--- config.mk ---
export PLATFORM = sky130hd
export DESIGN_NAME = fifo_sync_param
export DESIGN_NICKNAME = d
export VERILOG_FILES = /design/src/rtl/fifo_sync_param.sv
export SDC_FILE = /design/constraint.sdc
export NUM_CORES = 2
export LEC_CHECK = 0
export BUFFER_PORTS_ARGS = -buffer_cell sky130_fd_sc_hd__buf_4
export CORE_ASPECT_RATIO = 0.75
export CORE_UTILIZATION = 55
export CTS_BUF_LIST = sky130_fd_sc_hd__clkbuf_8
export DETAILED_ROUTE_END_ITERATION = 8
export GPL_TIMING_DRIVEN = 1
export PLACE_DENSITY = 0.73
export SYNTH_ARGS = -nofsm -noshare
export SYNTH_HDL_FRONTEND = slang
export SYNTH_SLANG_ARGS = --single-unit
--- constraint.sdc ---
create_clock -name clk -period 4.4 [get_ports clk]
set_clock_uncertainty 0.2 [all_clocks]
set_input_delay 0.22 -clock clk [delete_from_list [all_inputs] [get_ports clk]]
set_output_delay 0.22 -clock clk [all_outputs]
set_load 0.01 [all_outputs]
--- src/rtl/fifo_sync_param.sv ---
// -----------------------------------------------------------------------------
// fifo_sync_param
//
// Parametrised single-clock FIFO for board-level and fabric producers and
// consumers. It can take its write and read requests either as per-cycle
// strobes or as slow level enables, which are synchronised and turned into
// one pulse per rising edge. It offers a standard registered read or a
// first-word-fall-through read. It reports a fill count, almost-full and
// almost-empty thresholds, and sticky overflow and underflow errors.
//
// Parameters
//   DATA_W     data word width in bits
//   ADDR_W     log2 of the depth (DEPTH = 2**ADDR_W), 2..12
//   EDGE_MODE  1: wr_en/rd_en are synchronised and rising-edge detected
//              0: wr_en/rd_en are used directly as per-cycle strobes
//   FWFT       0: standard registered read, 1: first-word-fall-through
//   AF_THRESH  almost_full  when count >= AF_THRESH (1..DEPTH)
//   AE_THRESH  almost_empty when count <= AE_THRESH (0..DEPTH-1)
//
// Ports
//   clk           system clock, rising edge
//   rst           synchronous active-high reset
//   wr_en         write request
//   wr_data       write data, sampled when the internal push strobe is high
//   rd_en         read request / pop
//   err_clr       clears overflow and underflow
//   rd_data       read data (registered)
//   rd_valid      FWFT=0: one-cycle pulse for new rd_data
//                 FWFT=1: a head word is present on rd_data
//   full, empty   FIFO holds DEPTH / 0 words
//   almost_full   count >= AF_THRESH
//   almost_empty  count <= AE_THRESH
//   count         number of stored words, 0..DEPTH
//   overflow      sticky: push attempted while full
//   underflow     sticky: pop attempted while empty
// -----------------------------------------------------------------------------
module fifo_sync_param #(
  parameter int DATA_W    = 4,
  parameter int ADDR_W    = 9,
  parameter int EDGE_MODE = 1,
  parameter int FWFT      = 0,
  parameter int AF_THRESH = (2 ** ADDR_W) - 4,
  parameter int AE_THRESH = 4
) (
  input  logic              clk,
  input  logic              rst,
  input  logic              wr_en,
  input  logic [DATA_W-1:0] wr_data,
  input  logic              rd_en,
  input  logic              err_clr,
  output logic [DATA_W-1:0] rd_data,
  output logic              rd_valid,
  output logic              full,
  output logic              empty,
  output logic              almost_full,
  output logic              almost_empty,
  output logic [ADDR_W:0]   count,
  output logic              overflow,
  output logic              underflow
);

  localparam int              DEPTH   = 2 ** ADDR_W;
  localparam logic [ADDR_W:0] PTR_ONE = (ADDR_W + 1)'(1);
  localparam logic [ADDR_W:0] AF_LVL  = (ADDR_W + 1)'(AF_THRESH);
  localparam logic [ADDR_W:0] AE_LVL  = (ADDR_W + 1)'(AE_THRESH);

  // ---------------------------------------------------------------------------
  // Request conditioning: push/pop are the internal one-cycle strobes.
  // ---------------------------------------------------------------------------
  logic push;
  logic pop;

  if (EDGE_MODE != 0) begin : g_edge
    logic [1:0] wr_sync_q;
    logic [1:0] rd_sync_q;
    logic       wr_prev_q;
    logic       rd_prev_q;

    // Two-flop synchroniser followed by a delayed copy for edge detection.
    // Everything resets to 0, so an enable held high through reset still
    // produces exactly one strobe after release.
    always_ff @(posedge clk) begin
      if (rst) begin
        wr_sync_q <= '0;
        rd_sync_q <= '0;
        wr_prev_q <= 1'b0;
        rd_prev_q <= 1'b0;
      end else begin
        wr_sync_q <= {wr_sync_q[0], wr_en};
        rd_sync_q <= {rd_sync_q[0], rd_en};
        wr_prev_q <= wr_sync_q[1];
        rd_prev_q <= rd_sync_q[1];
      end
    end

    assign push = wr_sync_q[1] & ~wr_prev_q;
    assign pop  = rd_sync_q[1] & ~rd_prev_q;
  end else begin : g_strobe
    assign push = wr_en;
    assign pop  = rd_en;
  end

  // ---------------------------------------------------------------------------
  // State
  // ---------------------------------------------------------------------------
  logic [DATA_W-1:0] mem [DEPTH];

  logic [ADDR_W:0]   wr_ptr_q, wr_ptr_d;
  logic [ADDR_W:0]   rd_ptr_q, rd_ptr_d;
  logic [ADDR_W:0]   count_q, count_d;
  logic              full_q, full_d;
  logic              empty_q, empty_d;
  logic              af_q, af_d;
  logic              ae_q, ae_d;
  logic              ovf_q, ovf_d;
  logic              unf_q, unf_d;
  logic              rd_valid_q, rd_valid_d;
  logic [DATA_W-1:0] rd_data_q, rd_data_d;

  logic              wr_ok;
  logic              rd_ok;
  logic [ADDR_W-1:0] wr_addr;
  logic [ADDR_W-1:0] rd_addr;
  logic [ADDR_W-1:0] rd_addr_d;

  // Accepts use the registered flags, so a rejected request never moves a
  // pointer or touches the memory.
  assign wr_ok     = push & ~full_q;
  assign rd_ok     = pop & ~empty_q;
  assign wr_addr   = wr_ptr_q[ADDR_W-1:0];
  assign rd_addr   = rd_ptr_q[ADDR_W-1:0];
  assign rd_addr_d = rd_ptr_d[ADDR_W-1:0];

  // Pointers carry one extra wrap bit: equal addresses with differing wrap
  // bits means full, and the plain difference is the fill count.
  // NOTE: every variable written in an always_comb gets a default first, so no
  // path can leave it unassigned and infer a latch.
  always_comb begin
    wr_ptr_d = wr_ptr_q;
    rd_ptr_d = rd_ptr_q;
    if (wr_ok) wr_ptr_d = wr_ptr_q + PTR_ONE;
    if (rd_ok) rd_ptr_d = rd_ptr_q + PTR_ONE;

    count_d = wr_ptr_d - rd_ptr_d;
    empty_d = (count_d == '0);
    full_d  = (wr_ptr_d[ADDR_W-1:0] == rd_ptr_d[ADDR_W-1:0]) &&
              (wr_ptr_d[ADDR_W] != rd_ptr_d[ADDR_W]);
    af_d    = (count_d >= AF_LVL);
    ae_d    = (count_d <= AE_LVL);

    // A new error event in the clearing cycle wins over err_clr.
    ovf_d   = (ovf_q & ~err_clr) | (push & full_q);
    unf_d   = (unf_q & ~err_clr) | (pop & empty_q);
  end

  // Read stage. In FWFT mode the output register is loaded with whatever
  // will be the head after this edge. The only time that head is being
  // written on the same edge is a write that leaves exactly one word, so
  // that word is forwarded from wr_data.
  always_comb begin
    rd_data_d  = rd_data_q;
    rd_valid_d = 1'b0;
    if (FWFT != 0) begin
      rd_valid_d = ~empty_d;
      if (!empty_d) begin
        rd_data_d = (wr_ok && (wr_addr == rd_addr_d)) ? wr_data : mem[rd_addr_d];
      end
    end else begin
      rd_valid_d = rd_ok;
      if (rd_ok) rd_data_d = mem[rd_addr];
    end
  end

  // NOTE: the storage array has no reset; clearing it would prevent RAM
  // inference, and stale words are unreachable once the pointers are reset.
  always_ff @(posedge clk) begin
    if (wr_ok) mem[wr_addr] <= wr_data;
  end

  // NOTE: sequential state uses non-blocking assignments only, so every
  // register samples the values from before the edge regardless of order.
  always_ff @(posedge clk) begin
    if (rst) begin
      wr_ptr_q   <= '0;
      rd_ptr_q   <= '0;
      count_q    <= '0;
      full_q     <= 1'b0;
      empty_q    <= 1'b1;
      af_q       <= 1'b0;
      ae_q       <= 1'b1;
      ovf_q      <= 1'b0;
      unf_q      <= 1'b0;
      rd_valid_q <= 1'b0;
      rd_data_q  <= '0;
    end else begin
      wr_ptr_q   <= wr_ptr_d;
      rd_ptr_q   <= rd_ptr_d;
      count_q    <= count_d;
      full_q     <= full_d;
      empty_q    <= empty_d;
      af_q       <= af_d;
      ae_q       <= ae_d;
      ovf_q      <= ovf_d;
      unf_q      <= unf_d;
      rd_valid_q <= rd_valid_d;
      rd_data_q  <= rd_data_d;
    end
  end

  assign rd_data      = rd_data_q;
  assign rd_valid     = rd_valid_q;
  assign full         = full_q;
  assign empty        = empty_q;
  assign almost_full  = af_q;
  assign almost_empty = ae_q;
  assign count        = count_q;
  assign overflow     = ovf_q;
  assign underflow    = unf_q;

endmodule

# --- After elaboration in Yosys (flattened, before gate mapping) ---
# Memories as Yosys holds them, arrays and structs flattened. A register that Yosys moved wholly into a read port is not among the register bits.
# Index checks and enable logic that the tools add are counted.
classes:
  n_eq_ne: 2
  reduce_logical: 2
  bitwise_logic: 15
  mux: 4
  addsub: 3
  magnitude_cmp: 2
ops:
  columns: ["op", "n"]
  rows:
  - ["adder 10 x 1 -> 10 bit, second input constant", 2]
  - ["two-way mux 10 bit", 2]
  - ["greater-or-equal comparator 10 x 9 -> 1 bit, second input constant", 1]
  - ["less-or-equal comparator 10 x 3 -> 1 bit, second input constant", 1]
  - ["logical NOT 10 bit", 1]
  - ["subtractor 10 bit", 1]
  - ["== test 9 bit", 1]
  - ["bitwise AND 1 bit", 8]
  - ["inverter 1 bit", 5]
  - ["two-way mux 1 bit", 2]
  - ["OR 1 bit", 2]
  - ["logical AND 1 bit", 1]
  - ["inequality test 1 bit", 1]
totals:
  output_inout_bits: 21
  ramBits: 2048
  input_bits: 9
  word_cells: 43
  n_memories: 1
  register_bits: 43
memory_table:
  columns: ["name", "words", "word_bits", "read_ports", "rd_clocked_by_memory_dff", "wr", "line_no", "source"]
  rows:
  - ["mem", 512, 4, 1, 1, 1, "106", "logic [DATA_W-1:0] mem [DEPTH];"]

# --- Longest topological paths before layout ---
logic_depth:
  depth_word: 6
  ltp_mapped: 17
  ltp_nobuf: 14

# --- Worst setup path before layout ---
# OpenSTA, ideal clock, no wires.
synth_timing:
  path_type: "register to register"
  startpoint: "register rd_ptr_q[0]"
  endpoint: "register af_q (netlist: almost_full)"
  path_buffers: 6
  path_slack_ns: 0.165
  setup_ns: 0.088
  path_stages_with_launch: 17
  period_less_slack_ns: 4.235
  required_time_ns: 4.112
  arrival_time_ns: 3.947
  path_cell_list: "dfxtp_1 -> buf_2 -> buf_2 -> buf_2 -> buf_2 -> buf_2 -> buf_4 -> xnor2_1 -> ha_1 -> fa_1 -> inv_1 -> a21oi_1 -> maj3_1 -> o21ai_1 -> a211oi_1 -> or4_4 -> o32ai_2"
synth_via:
  elab_chain_len: 4
synth_lines:
  columns: ["item", "line_no", "source"]
  rows:
  - ["from (decl)", "109", "logic [ADDR_W:0] rd_ptr_q, rd_ptr_d;"]
  - ["from (signal assigned)", "197", "rd_ptr_q <= rd_ptr_d;"]
  - ["adder 10 x 1 -> 10 bit", "142", "if (rd_ok) rd_ptr_d = rd_ptr_q + PTR_ONE;"]
  - ["two-way mux 10 bit (*)", "142", null]
  - ["named net rd_ptr_d[0]", "109", null]
  - ["subtractor 10 bit (*)", "144", "count_d = wr_ptr_d - rd_ptr_d;"]
  - ["greater-or-equal comparator 10 x 9 -> 1 bit (*)", "148", "af_d = (count_d >= AF_LVL);"]
  - ["to (signal assigned)", "189", "af_q <= 1'b0;"]
  - ["to (signal assigned)", "201", "af_q <= af_d;"]
  - ["to (decl)", "113", "logic af_q, af_d;"]
# Mark *: on every way through the listed nets, which the timed path passes. The rest lies on a longest branch.
# A chain may end at the register's enable or synchronous reset.

==> metrics.cfg <==
[power_and_ir_drop]
leakagePower_uw=0.0277
max-vdd-ir-drop_mv=0.317
p_per_area_nw_per_um2=407

[setup_path]
setup.worst_path.start=rd_ptr_q[2]$_SDFF_PP0_
r2r-start=rd_ptr_q[2]$_SDFF_PP0_
crit_arrival_ns=4.74
required_ns=5.14
cp-end-kind=register
path_class=reg2reg
cp-start-kind=register
timing.rr.end=rd_data[3]$_SDFFE_PP0N_
reg2reg_slack_ns=0.40
endpoint=rd_data[3]$_SDFFE_PP0N_
worstPathMaxFanout=51
worstRegToRegCells=9

[placed_design]
dp_hpwl_um=117000
place.gp.congestion=0.859
post-place-ws_ns=0.559
numPortBuffers=29

[clock_tree]
h-tree-depth=5
cts-root-buf=clkbuf_8
post_cts_resized=0
cts.sinks=2095
clock_path_buffers=4
cts_made_buffers=314
clkTransAtPathRegs_ns=0.06
clk_latency_ns=1.01
postCtsSetupRepairBufs=0
cts_tree=yes
cts_hold_buf=16

[sta]
setup_viol=0
finalCriticalPeriod_ns=4.00
max_slew.worst_pin.slew_ns=1.24
hold_viol=0
max_freq_mhz=250
fin_setup_tns_ns=0
rsz0062_at_grt=no
setup_ws_ns=0.403
fin_crit_sh=0.908
drv_slew=0
slew_headroom=0.170

[drt]
vias_per_cell=6.43
post_drt_wl_per_cell_um=29.0
drc_errors=0
via_count=45200
wirelength_um=204000
firstDrtPassIters=8
drt-initial-drc-count=6348
ant_nets=0

[yosys]
syn_inst=4613
yosysWarnings=0
syn-num-nets=4635
synth_most_common_cell=edfxtp_1
synth_edf_count=2048
synth_common_cells=edfxtp_1, nor2_1, mux2i_1, mux4_2, clkbuf_1
syn_avg_cell_area_um2=18.0
async_flop_share=0
synth-seq-cells=2095
synth_top_cell_by_area=edfxtp_1
synth_area_leaders=edfxtp_1, mux4_2, mux2i_1
synth.distinct_cells=66
synth_area_um2=83200
synth_ff_type=edfxtp_1
ys_seq_area_frac=0.751
yosys.area.top_type_share=0.739

[die]
fp.dieH_um=339
ioPinCount=30
rows=123
die_w_um=451
initial_core_util=0.554
fp.coreArea_um2=150000
dieArea_um2=153000

[grt]
grt_pass1_vias=44700
grt_antenna_before_repair=4
grt_max_degree=122
overflow=0
grt_pass1_wl_um=298000
grt_use_total=0.266

[run]
cap_violations=0

[worst_hold_path]
worstHoldStart=wr_data[3]
holdCritPathClass=in2reg

[finish]
drive_above_1_share=0.182
layout.nets=4827
syn2layout_area_growth_pct=10.4

[outcome]
outcome=finished clean

per-stage QoR:
step            util  hold slack (ns)  instances  total power [uW]  cell area [um^2]
2_1_floorplan      -            0.104       4613             22900             83200
3_5_place_dp   0.575            0.223       6473             23500             86200
3_3_place_gp   0.575            0.228       6473             23400             86200
5_1_grt        0.612           0.0567       7032             38400             91800
4_1_cts        0.612           0.0257       7030             37500             91800
6_report       0.612            0.107       7032             37400             91800
final cells by class:
| type | count | area [um^2] |
|---|---|---|
| inverters | 12 | 51.3 |
| repair buffers | 196 | 1930 |
| fillers | 10500 | 58200 |
| diodes | 2 | 5.00 |
| well taps | 2000 | 2500 |
| flip-flops and latches | 2095 | 62500 |
| multi-input cells | 2186 | 19500 |
| clock buffers | 322 | 4430 |
| clock inverters | 219 | 1000 |
metal layers:
metal / share of wire / GRT usage / wire (um)
met4: 0.025 / 0.0804 / 5080
met1: 0.41 / 0.398 / 82700
met5: 0 / 0 / 0
met2: 0.44 / 0.384 / 90500
met3: 0.13 / 0.0745 / 25500
kinds of logic (layout without fill, tap and decap cells):
kind of cell | Yosys count | after routing | synth area share
compound gates | 492 | 492 | 0.0420
other cells | 0 | 2 | 0
simple gates | 901 | 901 | 0.0450
fa+ha+maj | 14 | 14 | 0.00217
mux | 751 | 751 | 0.140
xor+xnor | 28 | 28 | 0.00313
buf+inv | 332 | 749 | 0.0172
flops | 2095 | 2095 | 0.751
report_power, final:
group	switching [uW]	total (uW)	internal (uW)
combinational	707	1130	418
clock	7310	14300	7010
sequential	22.1	21900	21900
total	8040	37400	29300
critical path, stage by stage (launching register included):
cell and delay, ns:
dfxtp_4 0.53, buf_4 0.73, mux4_2 0.37, mux2i_1 0.08, a211oi_1 0.92, o221ai_1 0.27
o21ai_0 0.15, nand3_1 0.16, a311oi_1 0.32, a31o_2 0.14
cells in the final DEF (no fill, tap or decap), types with 5 or more instances in the layout:
cell,count
nand3_1,18
a21oi_1,136
clkbuf_8,322
buf_12,31
clkinvlp_4,6
a221oi_1,17
o22ai_1,83
nor3_1,79
o21ai_0,13
nand3b_1,6
mux2i_1,422
dfxtp_1,42
clkinv_1,73
nor2_1,607
xor2_1,9
nor2b_1,17
and2_1,5
o221ai_1,167
mux4_2,329
a211oi_1,39
dlygate4sd3_1,15
ha_1,12
nor3b_1,6
edfxtp_1,2048
clkinv_2,29
buf_4,146
xnor2_1,17
inv_1,115
nand2_1,112
a31o_2,5
nand2_4,17
sequential cells by signal (all words and copies together), names as in the netlist, named ones only:
register / count
overflow: 1
rd_ptr_q: 10
g_edge.wr_prev_q: 1
g_edge.rd_sync_q: 2
count: 10
g_edge.wr_sync_q: 2
almost_full: 1
mem: 2048
wr_ptr_q: 9
almost_empty: 1
full: 1
underflow: 1
g_edge.rd_prev_q: 1
rd_data: 4
empty: 1
rd_valid: 1
worst min-delay path by stage:
| stage | to | slack, ns | depth (start not counted) |
|---|---|---|---|
| floorplan | count[2]$_SDFF_PP0_ | 0.10 | 1 |
| global placement | g_edge.rd_sync_q[1]$_SDFF_PP0_ | 0.23 | 1 |
| detailed placement | g_edge.rd_sync_q[1]$_SDFF_PP0_ | 0.22 | 1 |
| CTS | mem[330][3]$_DFFE_PP_ | 0.03 | 2 |
| global route | mem[330][3]$_DFFE_PP_ | 0.06 | 2 |
| finish | mem[330][3]$_DFFE_PP_ | 0.11 | 2 |
(Power assumes the default switching activity.)
